--- config.mk ---
export PLATFORM = sky130hd
export DESIGN_NAME = fifo_word_serializer
export DESIGN_NICKNAME = d
export VERILOG_FILES = /design/src/rtl/fifo_word_serializer.sv
export SDC_FILE = /design/constraint.sdc
export NUM_CORES = 1
export LEC_CHECK = 0
export CAP_MARGIN = 20
export CORE_MARGIN = 5
export CORE_UTILIZATION = 53
export CTS_BUF_LIST = sky130_fd_sc_hd__clkbuf_4 sky130_fd_sc_hd__clkbuf_8 sky130_fd_sc_hd__clkbuf_16
export DETAILED_ROUTE_END_ITERATION = 10
export PLACE_DENSITY = 0.84
export SETUP_SLACK_MARGIN = 0.15
export SYNTH_ARGS = -nofsm -noshare
export SYNTH_HDL_FRONTEND = slang
export SYNTH_SLANG_ARGS = --single-unit
--- constraint.sdc ---
create_clock -name clk -period 2.55 [get_ports clk]
set_input_delay 0.3825 -clock clk [delete_from_list [all_inputs] [get_ports clk]]
set_output_delay 0.3825 -clock clk [all_outputs]
set_load 0.03 [all_outputs]
--- src/rtl/fifo_word_serializer.sv ---
// Drain stage for a 32-bit sync FIFO: pops one word at a time and streams it
// as four bytes on a valid/ready link, counting every word whose last byte is taken.
module fifo_word_serializer #(
  parameter int unsigned RD_LATENCY = 1,
  parameter bit          LSB_FIRST  = 1'b1,
  parameter int unsigned CNT_W      = 16
) (
  input  logic             clk,
  input  logic             rst,
  input  logic             fifo_empty,
  input  logic [31:0]      fifo_data,
  output logic             fifo_rd_en,
  output logic [7:0]       byte_out,
  output logic             byte_valid,
  input  logic             byte_ready,
  output logic             byte_last,
  output logic             busy,
  output logic [CNT_W-1:0] words_sent
);

  localparam logic [1:0] IDLE = 2'd0;
  localparam logic [1:0] POP  = 2'd1;
  localparam logic [1:0] WAIT = 2'd2;
  localparam logic [1:0] SEND = 2'd3;

  localparam logic [1:0] WAIT_LOAD = 2'(RD_LATENCY - 1);

  logic [1:0]  state;
  logic [1:0]  wait_cnt;
  logic [31:0] word;
  logic [1:0]  idx;
  logic [1:0]  lane;
  logic        accept;

  assign accept = byte_valid && byte_ready;

  // fifo_empty is looked at only in IDLE, so a word is never prefetched
  // while the previous one is still being sent.
  always_ff @(posedge clk or posedge rst) begin
    if (rst) begin
      state      <= IDLE;
      fifo_rd_en <= 1'b0;
      byte_valid <= 1'b0;
      words_sent <= '0;
      word       <= '0;
      idx        <= '0;
      wait_cnt   <= '0;
    end else begin
      case (state)
        IDLE: begin
          if (!fifo_empty) begin
            fifo_rd_en <= 1'b1;
            state      <= POP;
          end
        end
        POP: begin
          fifo_rd_en <= 1'b0;
          wait_cnt   <= WAIT_LOAD;
          state      <= WAIT;
        end
        WAIT: begin
          if (wait_cnt == '0) begin
            word       <= fifo_data;
            idx        <= '0;
            byte_valid <= 1'b1;
            state      <= SEND;
          end else begin
            wait_cnt <= wait_cnt - 2'd1;
          end
        end
        SEND: begin
          if (accept) begin
            idx <= idx + 2'd1;
            if (idx == 2'd3) begin
              byte_valid <= 1'b0;
              words_sent <= words_sent + CNT_W'(1);
              state      <= IDLE;
            end
          end
        end
        default: state <= IDLE;
      endcase
    end
  end

  // MSB-first order is the LSB-first lane index reversed.
  always_comb begin
    lane = LSB_FIRST ? idx : ~idx;
    byte_out = '0;
    case (lane)
      2'd0: byte_out = word[7:0];
      2'd1: byte_out = word[15:8];
      2'd2: byte_out = word[23:16];
      2'd3: byte_out = word[31:24];
      default: byte_out = '0;
    endcase
  end

  assign byte_last = (state == SEND) && (idx == 2'd3);
  assign busy      = (state != IDLE);

endmodule
==> reports/metrics.cfg <==
[cells_and_area]
seqCellArea_um2 = 1400
area_delta_synth_final_pct = 29.3
antennaDiodeCount = 0
final_area_um2 = 3420
utilization = 0.715
multi_input_area_um2 = 1130
fill_cells = 366
nets = 331
drive_above_1_share = 0.186

[setup_path]
cp-end-kind = primary output
worstSetupPathType = register to primary output
crit_required_ns = 2.17
startpoint_type = register
critPathMaxFanout = 8
critPathArrivalTime_ns = 1.90

[die]
die_w_um = 80.6
start_util = 0.553
rows = 25
core_area_um2 = 4790
dieHeight_um = 80.6
io_pins = 64
dieArea_um2 = 6500

[power]
power_frac_seq = 0.390
p_clk_frac = 0.134
power-per-cell-area_nw_per_um2 = 1080
p_switching_w = 0.00144
vdd_drop_max_mv = 0.679
p_int_w = 0.00223
total_power_w = 0.00368
p_leak_nw = 1.52
p_comb_frac = 0.476
switching_share = 0.393

[global_route]
grt.busiest_layer = met2
grt_max_degree = 57
grt-ovfl-total = 0
first_global_vias = 1919
grt_first_pass_wirelength_um = 8870
groute.usage.overall = 0.180
grtUsageMet2 = 0.310
use_met1 = 0.215
use_met3 = 0.0538
antenna_found_initial = 0

[detailed_routing]
viasPerCell = 5.33
first_pass_iters = 4
routed_wl_um = 5450
ant_nets = 0
drt_iter0_drc = 83
routed-via-count = 1876
wire_per_inst_um = 15.5
drc = 0

[clock_tree]
clockBufferDepth = 2
root_buffer = clkbuf_8
clock_sinks = 56
cts_tree = yes
h-tree-depth = 2
numCtsBuffers = 5
cts.clk_slew.worst_paths_ns = 0.10
clk_latency_ns = 0.32

[synth]
synth_edf_count = 0
synth_xor_area_frac = 0.0497
yosysUniqueCellTypes = 37
synth_compound_gate_area_share = 0.0738
seq_area_frac_synth = 0.530
muxShareOfSynthArea = 0.170
synthArstFlopShare = 1.00
ys_ff_latch = 56
synth-simple-area-share = 0.0790
syn_nets = 267
syn_inst = 220
synth_area_um2 = 2650
synth_area_leader_cell = dfrtp_1
synth_common_cells = dfrtp_1, mux2_2, inv_1
yosysMostFrequentCell = dfrtp_1
synth_top_family_by_area = multiplexers
yosysTopAreaCellShare = 0.530
synth_fa_ha_area_frac = 0.0520
yosysWarningCount = 0
synthTopCellsByArea = dfrtp_1, mux2_2, ha_1, xnor2_1, mux2i_1
syn_avg_cell_area_um2 = 12.0
synth_ff_type = dfrtp_1

[run]
drv_cap = 0

[timing]
finalCritPeriodShare = 0.895
fin_setup_tns_ns = 0
rsz0062_at_grt = false
finalHoldViolCount = 0
drv_slew = 0
timing.slew.headroom = 0.717
fmaxAchievable_mhz = 438
fin_crit_ns = 2.28
worst_pin_slew_ns = 0.425
setup_violations = 0
clock_skew_ns = 0.0163

[outcome]
run_status = finished, final reports clean

[placed_design]
place.detailed.hpwl_um = 3970
io_buffer_count = 63
place_area_um2 = 3350
place.gp.congestion = 0.780

[hold_path]
hp-class = input port to async pin

[sequential cells by signal, indices dropped and copies added (netlist names)]
| name | cells |
|---|---|
| byte_valid | 1 |
| fifo_rd_en | 1 |
| idx | 2 |
| state | 2 |
| wait_cnt | 2 |
| word | 32 |
| words_sent | 16 |
[area by class of cell]
cell class	count	area share
clock buffers	6	0.0223
clock inverters	2	0.00402
inverters	18	0.0198
multi-input cells	135	0.331
flip-flops and latches	56	0.410
well taps	67	0.0245
repair buffers	68	0.188
[through the flow]
stage               std cells  setup slack, ns  hold slack (ns)
global route              352            0.143            0.453
global placement          343            0.259            0.461
CTS                       351            0.198            0.438
detailed placement        343            0.211            0.466
floorplan                 220            0.500            0.463
finish                    352            0.267            0.423
[cells by family after synthesis]
group,after synthesis
AO/OA/AOI/OAI,25
XOR/XNOR,15
adder cells (fa/ha/maj),11
buffers and inverters,29
flip-flops,56
multiplexers,41
AND/OR/NAND/NOR,43
[critical path, stage by stage, from the launching register on]
cell and delay [ns]:
dfrtp_2 0.45, inv_1 0.15, ha_1 0.17, buf_4 0.20, mux2i_1 0.19, dlygate4sd2_1 0.42
[repair_timing]
| action | in CTS | in global routing |
|---|---|---|
| buffers inserted | 0 | 1 |
| endpoints found under the setup margin | 8 | 8 |
| pin swaps | 0 | 1 |
| gates resized for setup | 11 | 15 |
| hold buffers | 0 | 0 |
| cloned | 0 | 0 |
[per-layer routing]
layer  part of all wire  vias to the layer above  wire length [um]
met5                  0                        -                 0
li1                   -                      895                 -
met3              0.072                        6               392
met2               0.50                       53              2750
met1               0.41                      922              2250
met4              0.011                        0                61
[power by group through the flow]
stage	Clock [W]	Sequential [W]	Combinational [W]
6_report	0.000493	0.00143	0.00175
5_1_grt	0.000544	0.00147	0.00191
4_1_cts	0.000505	0.00143	0.00178
3_5_place_dp	0	0.00144	0.00185
3_3_place_gp	0	0.00142	0.00181
2_1_floorplan	0	0.00143	0.00125
[final timing paths]
kind,start,to,cells after the start,slack (ns)
max in group asynchronous,rst,word[26]$_DFFE_PP0P_,3,1.88
hold / removal,rst,words_sent[8]$_DFFE_PP0P_,3,0.42
min in group clk,words_sent[15]$_DFFE_PP0P_,words_sent[15]$_DFFE_PP0P_,1,0.47
hold reg to reg,words_sent[15]$_DFFE_PP0P_,words_sent[15]$_DFFE_PP0P_,1,0.47
setup reg to reg,state[0]$_DFFE_PP0P_,word[9]$_DFFE_PP0P_,5,0.78
setup / recovery,idx[0]$_DFFE_PP0P_,byte_out[1],5,0.27
[layout by cell type, fill, tap and decap left out, types with 2 or more instances in the layout]
cell type | Yosys | routed
a21oi_1 | 4 | 4
a222oi_1 | 8 | 8
buf_4 | 1 | 4
clkbuf_2 | 0 | 7
clkbuf_8 | 0 | 5
clkdlybuf4s50_1 | 0 | 55
dfrtp_1 | 56 | 55
ha_1 | 11 | 8
ha_2 | 0 | 3
inv_1 | 18 | 17
mux2_1 | 5 | 5
mux2_2 | 27 | 27
mux2i_1 | 9 | 9
nand2_1 | 13 | 13
nand3_1 | 7 | 7
nand4_1 | 6 | 6
nor2_1 | 10 | 10
o22ai_1 | 2 | 2
xnor2_1 | 13 | 13
xor2_1 | 2 | 2
Note: power is estimated with default switching activity, not from simulation.
